<file path="src/rtl/fetch_pkg.sv">
// fetch_pkg: shared state encoding, default sizes and sizing helpers for fetch_sched.
package fetch_pkg;

  typedef enum logic [2:0] {IDLE, READ, WAIT, SHIFT, DONE} state_e;

  localparam int WORD_W_DEF  = 20;
  localparam int FIELD_W_DEF = 5;
  localparam int ADDR_W_DEF  = 8;

  function automatic int fields_of(input int word_w, input int field_w);
    return word_w / field_w;
  endfunction

  function automatic int cnt_w_of(input int fields);
    return (fields > 1) ? $clog2(fields) : 1;
  endfunction

endpackage

</file>
<file path="src/rtl/fetch_sched_field_unpacker.sv">
// field_unpacker: holds one RAM word and presents it MSB field first; load wins over shift.
module field_unpacker import fetch_pkg::*; #(
  parameter  int WORD_W  = WORD_W_DEF,
  parameter  int FIELD_W = FIELD_W_DEF,
  localparam int FIELDS  = fields_of(WORD_W, FIELD_W),
  localparam int CNT_W   = cnt_w_of(FIELDS)
) (
  input  logic               clk,
  input  logic               rst,
  input  logic               load,
  input  logic [WORD_W-1:0]  load_data,
  input  logic               shift,
  output logic [FIELD_W-1:0] field,
  output logic [CNT_W-1:0]   field_cnt,
  output logic               last_field
);

  logic [WORD_W-1:0] sr_q, sr_d;
  logic [CNT_W-1:0]  cnt_q, cnt_d;

  always_comb begin
    sr_d  = sr_q;
    cnt_d = cnt_q;
    if (load) begin
      sr_d  = load_data;
      cnt_d = '0;
    end else if (shift) begin
      sr_d  = sr_q << FIELD_W;
      cnt_d = cnt_q + CNT_W'(1);
    end
  end

  always_ff @(posedge clk) begin
    if (rst) begin
      sr_q  <= '0;
      cnt_q <= '0;
    end else begin
      sr_q  <= sr_d;
      cnt_q <= cnt_d;
    end
  end

  assign field      = sr_q[WORD_W-1 -: FIELD_W];
  assign field_cnt  = cnt_q;
  assign last_field = (cnt_q == CNT_W'(FIELDS-1));

endmodule

</file>
<file path="src/rtl/fetch_sched.sv">
// fetch_sched: fetches a frame of RAM words and streams their fields MSB first.
// Optional FETCH_PREFETCH_EN overlaps the next word's read with the current word's fields.
//
//   state | meaning
//   IDLE  | waiting for start
//   READ  | RAM read strobe for word word_idx
//   WAIT  | RAM data returns, load unpacker
//   SHIFT | stream fields of the current word
//   DONE  | one-cycle frame completion pulse
module fetch_sched import fetch_pkg::*; #(
  parameter int WORD_W  = WORD_W_DEF,
  parameter int FIELD_W = FIELD_W_DEF,
  parameter int ADDR_W  = ADDR_W_DEF
) (
  input  logic               clk,
  input  logic               rst,
  input  logic               start,
  input  logic [ADDR_W-1:0]  base_addr,
  input  logic [ADDR_W:0]    num_words,
  output logic               busy,
  output logic               done,
  output logic               mem_rd_en,
  output logic [ADDR_W-1:0]  mem_addr,
  input  logic [WORD_W-1:0]  mem_rdata,
  output logic               out_valid,
  input  logic               out_ready,
  output logic [FIELD_W-1:0] out_data,
  output logic               out_last
);

  localparam int FIELDS = fields_of(WORD_W, FIELD_W);
  localparam int CNT_W  = cnt_w_of(FIELDS);

  state_e             state_q, state_d;
  logic [ADDR_W-1:0]  base_q, base_d;
  logic [ADDR_W:0]    num_q, num_d;
  logic [ADDR_W:0]    widx_q, widx_d;

  logic               load, shift, last_field, last_word, hs;
  logic [WORD_W-1:0]  load_data;
  logic [FIELD_W-1:0] field;
  logic [CNT_W-1:0]   field_cnt;
  logic [ADDR_W-1:0]  rd_addr;

`ifdef FETCH_PREFETCH_EN
  logic              pf_issued_q, pf_issued_d;
  logic              pf_cap_q, pf_cap_d;
  logic [WORD_W-1:0] pf_data_q, pf_data_d;
`endif

  assign last_word = ((widx_q + (ADDR_W+1)'(1)) == num_q);
  assign hs        = out_valid && out_ready;

  always_comb begin
    state_d   = state_q;
    base_d    = base_q;
    num_d     = num_q;
    widx_d    = widx_q;
    load      = 1'b0;
    shift     = 1'b0;
    load_data = mem_rdata;
    mem_rd_en = 1'b0;
    rd_addr   = base_q + widx_q[ADDR_W-1:0];
`ifdef FETCH_PREFETCH_EN
    pf_issued_d = pf_issued_q;
    pf_cap_d    = 1'b0;
    pf_data_d   = pf_cap_q ? mem_rdata : pf_data_q;
`endif
    case (state_q)
      IDLE: begin
        if (start) begin
          base_d  = base_addr;
          num_d   = num_words;
          widx_d  = '0;
          state_d = (num_words == '0) ? DONE : READ;
`ifdef FETCH_PREFETCH_EN
          pf_issued_d = 1'b0;
`endif
        end
      end
      READ: begin
        mem_rd_en = 1'b1;
        state_d   = WAIT;
      end
      WAIT: begin
        load    = 1'b1;
        state_d = SHIFT;
      end
      SHIFT: begin
`ifdef FETCH_PREFETCH_EN
        // One early read per word, timed so the data lands by the last field.
        if (!pf_issued_q && !last_word && (field_cnt == CNT_W'(FIELDS-2))) begin
          mem_rd_en   = 1'b1;
          rd_addr     = base_q + widx_q[ADDR_W-1:0] + ADDR_W'(1);
          pf_issued_d = 1'b1;
          pf_cap_d    = 1'b1;
        end
`endif
        if (hs) begin
          shift = 1'b1;
          if (last_field) begin
            if (last_word) begin
              state_d = DONE;
            end else begin
              widx_d = widx_q + (ADDR_W+1)'(1);
`ifdef FETCH_PREFETCH_EN
              load        = 1'b1;
              load_data   = pf_cap_q ? mem_rdata : pf_data_q;
              pf_issued_d = 1'b0;
`else
              state_d = READ;
`endif
            end
          end
        end
      end
      DONE: state_d = IDLE;
      default: state_d = IDLE;
    endcase
  end

  always_ff @(posedge clk) begin
    if (rst) begin
      state_q <= IDLE;
      base_q  <= '0;
      num_q   <= '0;
      widx_q  <= '0;
    end else begin
      state_q <= state_d;
      base_q  <= base_d;
      num_q   <= num_d;
      widx_q  <= widx_d;
    end
  end

`ifdef FETCH_PREFETCH_EN
  always_ff @(posedge clk) begin
    if (rst) begin
      pf_issued_q <= 1'b0;
      pf_cap_q    <= 1'b0;
      pf_data_q   <= '0;
    end else begin
      pf_issued_q <= pf_issued_d;
      pf_cap_q    <= pf_cap_d;
      pf_data_q   <= pf_data_d;
    end
  end
`endif

  field_unpacker #(
    .WORD_W  (WORD_W),
    .FIELD_W (FIELD_W)
  ) u_unpacker (
    .clk        (clk),
    .rst        (rst),
    .load       (load),
    .load_data  (load_data),
    .shift      (shift),
    .field      (field),
    .field_cnt  (field_cnt),
    .last_field (last_field)
  );

  assign busy      = (state_q != IDLE);
  assign done      = (state_q == DONE);
  assign out_valid = (state_q == SHIFT);
  assign out_data  = out_valid ? field : '0;
  assign out_last  = out_valid && last_word && (field_cnt == CNT_W'(FIELDS-1));
  assign mem_addr  = mem_rd_en ? rd_addr : '0;

endmodule

</file>
<file path="config.mk">
export PLATFORM = sky130hd
export DESIGN_NAME = fetch_sched
export DESIGN_NICKNAME = d
export VERILOG_FILES = /design/src/rtl/fetch_pkg.sv /design/src/rtl/fetch_sched_field_unpacker.sv /design/src/rtl/fetch_sched.sv
export SDC_FILE = /design/constraint.sdc
export NUM_CORES = 1
export LEC_CHECK = 0
export CAP_MARGIN = 20
export CORE_MARGIN = 4
export CORE_UTILIZATION = 23
export DETAILED_ROUTE_END_ITERATION = 6
export DONT_BUFFER_PORTS = 1
export GPL_TIMING_DRIVEN = 0
export HOLD_SLACK_MARGIN = 0.08
export PLACE_DENSITY = 0.41
export SETUP_SLACK_MARGIN = 0.2
export SYNTH_ARGS = -nofsm -noshare
export SYNTH_HDL_FRONTEND = slang
export SYNTH_SLANG_ARGS = --single-unit
</file>
<file path="constraint.sdc">
create_clock -name clk -period 2.6 [get_ports clk]
set_input_delay 0.26 -clock clk [delete_from_list [all_inputs] [get_ports clk]]
set_output_delay 0.26 -clock clk [all_outputs]
set_load 0.05 [all_outputs]
</file>
**Yosys cells after proc, flatten, opt, wreduce, memory -nomap -nowiden**

Cells that the tools add are included.

- Register bits after elaboration: 51
- Input port bits: 41
- Output and inout bits: 18
- Word-level logic and storage cells: 50

- $add $sub $neg: 3
- Equality and inequality tests: 10
- Muxes and demuxes: 19
- Reductions and logical operators: 12

Operator list:

| operator | count |
|---|---|
| $mux 20 | 2 |
| $mux 9 | 4 |
| $pmux 9 s2 | 1 |
| $mux 3 | 5 |
| $pmux 3 s4 | 1 |
| $add 9x1->9 const B | 1 |
| $eq 9x9->1 | 1 |
| $logic_not 9->1 | 1 |
| $add 8x8->8 | 1 |
| $mux 8 | 1 |
| $eq 3x2->1 const B | 2 |
| $mux 5 | 1 |
| $reduce_and 5->1 | 1 |
| $mux 1 | 4 |
| $ne 2x1->1 const B | 2 |
| $ne 2x2->1 const B | 2 |
| $reduce_bool 2->1 | 2 |
| $eq 3x1->1 const B | 1 |
| $eq 3x3->1 const B | 1 |
| $logic_and 1x1->1 | 3 |
| $logic_not 3->1 | 1 |
| $reduce_and 3->1 | 1 |
| $reduce_bool 3->1 | 1 |
| $add 2x1->2 const B | 1 |
| other kinds (3) | 3 |

**Longest topological paths before layout**

- Word-level depth: 6
- Gate-level depth with buffers: 8
- Gate-level depth less buffers: 8

**By module**

Synthesis repeated with hierarchy kept, for this count alone.

- Cell total of the unflattened synthesis: 356
- Area, all modules: 2,985.4 um2

Modules (own cells, without submodules):

| module | times used | cells an instance | area an instance (um2) | seq. area each (um2) |
|---|---|---|---|---|
| fetch_sched | 1 | 255 | 1,969.4 | 580.6 |
| field_unpacker | 1 | 101 | 1,016.0 | 440.4 |

**Least setup slack after synthesis**

Ideal clock, no wire load.

- Kind: register -> output
- Start point: register widx_q[0]
- End point: output out_last
- Arrival time: 2,286 ps
- Required time: 2,340 ps
- Setup slack: 54 ps
- Stages on the path, launching flop included: 7
- Path buffers: 0
- Cell sequence: dfxtp_1 -> ha_1 -> nand3_2 -> or3_1 -> a221oi_2 -> o311a_4 -> and3_1

- Longest elaborated chain between the ends: 4

RTL lines:

| item | line | RTL |
|---|---|---|
| start, declared | fetch_sched.sv:37 | `logic [ADDR_W:0] widx_q, widx_d;` |
| start signal, assigned | fetch_sched.sv:132 | `widx_q <= widx_d;` |
| $add 9x1->9 | fetch_sched.sv:51 | `assign last_word = ((widx_q + (ADDR_W+1)'(1)) == num_q);` |
| $eq 9x9->1 | fetch_sched.sv:51 |  |
| $logic_and 1x1->1 (2 in series) | fetch_sched.sv:168 | `assign out_last = out_valid && last_word && (field_cnt == CNT_W'(FIELDS-1));` |
| end, declared | fetch_sched.sv:28 | `output logic out_last` |

No other way between the ends.

**Worst setup path after layout**

Ends and elaborated chain as after synthesis.

==> impl_metrics.json <==
{
  "cap_violations": 0,
  "drtAntennaViolNets": 0,
  "synth_top_flop_cell": "dfxtp_1",
  "clock_skew_ns": 0.00770,
  "placement.cell_area_um2": 3020,
  "syn-mean-instance-area_um2": 7.86,
  "netlist_instances": 359,
  "synthArstFlopShare_pct": 0,
  "worstPathRequired_ns": 2.34,
  "ff_latch_area_um2": 1040,
  "syn_area_um2": 2820,
  "worstPathCellList": "nand4_4 -> or3_4 -> a2111oi_4 -> o311a_4 -> and3_4",
  "rows": 40,
  "slew_headroom_pct": 33.4,
  "drt-initial-drc-count": 126,
  "finalSetupViolCount": 0,
  "grt_setup_unrepaired": "true",
  "ys_warn_count": 0,
  "maxSlewViolCount": 0,
  "area_growth_pct": 23.9,
  "start_util_pct": 23.5,
  "worstSkewPairLatency_ns": 0.29,
  "final_cell_mix": "68 x nand2_1, 45 x dfxtp_1, 26 x a21oi_1",
  "nets": 435,
  "grt_use_total_pct": 12.2,
  "cts_tree": "done",
  "cellLeakagePower_nw": 1.22,
  "clock.fmax_mhz": 404,
  "cp_max_fo": 6,
  "p_sw_share_pct": 38.3,
  "setup.worst_path.start_class": "flop",
  "arrival_ns": 2.22,
  "first_pass_iters": 4,
  "slowest_stage": "or3_4",
  "dpl.hpwl_um": 6250,
  "vias": 2563,
  "portBuffers": 0,
  "diodes": 0,
  "tns_ns": 0,
  "syn_nets": 410,
  "antenna_found_initial": 0,
  "ios": 59,
  "finalWorstSetupSlack_ns": 0.124,
  "report.final.hold_viol_count": 0,
  "grt_pass1_wl_um": 13800,
  "tightest_slew_ns": 0.983,
  "critPathMaxStageDelay_ns": 0.42,
  "die_area_um2": 14100,
  "switchingPower_w": 0.000970,
  "drcViolationCount": 0,
  "wl_per_cell_um": 15.8,
  "comb_power_share_pct": 33.1,
  "power.density_nw_per_um2": 725,
  "final_common_cell": "nand2_1",
  "multi_input_area_um2": 1810,
  "intPower_w": 0.00156,
  "final_cell_area_um2": 3490,
  "path_class": "reg -> out",
  "routed_wl_um": 8410,
  "die_w_um": 119,
  "gp_congestion": 0.773,
  "avgViaCountPerCell": 4.82,
  "synth-edff-count": 0,
  "cts.reportedPaths.clkPinSlew_ns": 0.07,
  "synth-seq-cells": 51,
  "grt_pass1_vias": 2585,
  "clock_power_share_pct": 27.1,
  "fillCellCount": 1292,
  "ys_seq_area_share_pct": 36.2,
  "ir_drop_uv": 302,
  "ys_types": 51,
  "clock_sinks": 51,
  "crit_path_end_kind": "output port",
  "h-tree-depth": 2,
  "cts_made_buffers": 5,
  "clockBufferDepth": 2,
  "min_period_over_period_pct": 95.2,
  "drive_gt1_share_pct": 21.8,
  "power_frac_seq_pct": 39.7,
  "die_h_um": 119,
  "place_ws_ns": -0.226,
  "grt_max_degree": 17,
  "root_buffer": "clkbuf_16",
  "min_period_ns": 2.48,
  "status": "completed",
  "min_path_type": "in -> reg",
  "coreArea_um2": 12000,
  "grt_overflow_total": 0
}
## final cells by class
type / count / area share, %
clock inverters: 2 / 0.466
inverters: 13 / 1.50
clock buffers: 6 / 3.98
multi-input cells: 272 / 51.7
plain buffers: 23 / 3.22
repair buffers: 18 / 4.15
flip-flops and latches: 51 / 29.7
well taps: 147 / 5.27
## kinds of logic after synthesis
kind of cell | Yosys count | synth area share (%)
AOI/OAI and AO/OA | 77 | 19.7
adders and majority gates | 10 | 4.70
DFF | 51 | 36.2
muxes | 2 | 0.710
xor gates and xnor gates | 17 | 5.90
buffers and inverters | 36 | 5.24
and+or+nand+nor | 166 | 27.6
## final timing paths
| path | startpoint | slack (ns) | end | cells past startpoint |
|---|---|---|---|---|
| max | widx_q[0] | 0.12 | out_last | 5 |
| min | mem_rdata[0] | 0.1 | u_unpacker.sr_q[0] | 2 |
| max reg2reg | widx_q[1] | 0.24 | widx_q[7] | 9 |
| min reg2reg | base_q[3] | 0.46 | base_q[3] | 2 |
## registers in the layout, summed over array words and instances (netlist names)
name,count
widx_q,9
u_unpacker.sr_q,20
num_q,9
base_q,8
state_q,3
u_unpacker.field_cnt,2
## worst max-delay path: cells and delay by family (launching register included)
| family | cells | cell delay [ns] |
|---|---|---|
| flip-flops | 1 | 0.40 |
| AO/OA/AOI/OAI | 2 | 0.68 |
| AND/OR/NAND/NOR | 3 | 0.84 |
## per-stage QoR
step / utilization [%] / cells / power, W / hold WS [ns]
after floorplan: - / 359 / 0.00161 / 0.396
after global placement: 25.1 / 506 / 0.00179 / 0.399
after detailed placement: 25.1 / 507 / 0.00180 / 0.405
after CTS: 28.4 / 526 / 0.00256 / 0.0872
after global routing: 29.1 / 532 / 0.00272 / 0.0870
final: 29.1 / 532 / 0.00253 / 0.0962
## per-layer routing
metal  share of wire (%)  GRT usage [%]  vias to the layer above
li1                    -              -                     1314
met5                   0              0                        -
met2                  48           20.4                       52
met3                 4.5           3.21                        5
met4                0.94           3.04                        0
met1                  47           15.6                     1192
## synthesized netlist by cell type (2+ instances only)
| library cell | instances | share of area [%] |
|---|---|---|
| or3_1 | 2 | 0.44 |
| or3_2 | 2 | 0.53 |
| nor2_1 | 29 | 3.9 |
| xnor2_1 | 11 | 3.4 |
| inv_1 | 13 | 1.7 |
| o21ai_0 | 6 | 1.1 |
| xor2_1 | 5 | 1.6 |
| and3_1 | 4 | 0.89 |
| clkbuf_1 | 19 | 2.5 |
| buf_2 | 2 | 0.35 |
| ha_1 | 9 | 4.0 |
| o21a_1 | 2 | 0.53 |
| dfxtp_1 | 51 | 36 |
| o21ai_1 | 7 | 1.2 |
| and2_1 | 8 | 1.8 |
| nand2_1 | 68 | 9.1 |
| a21o_1 | 2 | 0.53 |
| nand3_1 | 25 | 4.4 |
| nor3_1 | 11 | 2.0 |
| or2_2 | 3 | 0.67 |
| o21bai_1 | 2 | 0.53 |
| a311oi_1 | 16 | 5.0 |
| mux2i_1 | 2 | 0.71 |
| nor4_1 | 5 | 1.1 |
| a21oi_1 | 29 | 5.1 |
## power groups by stage
| stage | clock (W) | sequential (W) | combinational (W) |
|---|---|---|---|
| detailed placement | 0 | 0.00103 | 0.000772 |
| floorplan | 0 | 0.00100 | 0.000611 |
| global route | 0.000749 | 0.00103 | 0.000940 |
| global placement | 0 | 0.00103 | 0.000761 |
| finish | 0.000688 | 0.00101 | 0.000839 |
| CTS | 0.000714 | 0.00101 | 0.000837 |
## what timing repair did
action / in CTS / in global routing
hold buffers: 0 / 0
pin swaps: 13 / 7
endpoints found under the setup margin: 28 / 30
buffers inserted: 11 / 6
gates cloned: 0 / 0
resized for setup: 46 / 10
(Power assumes the default switching activity.)
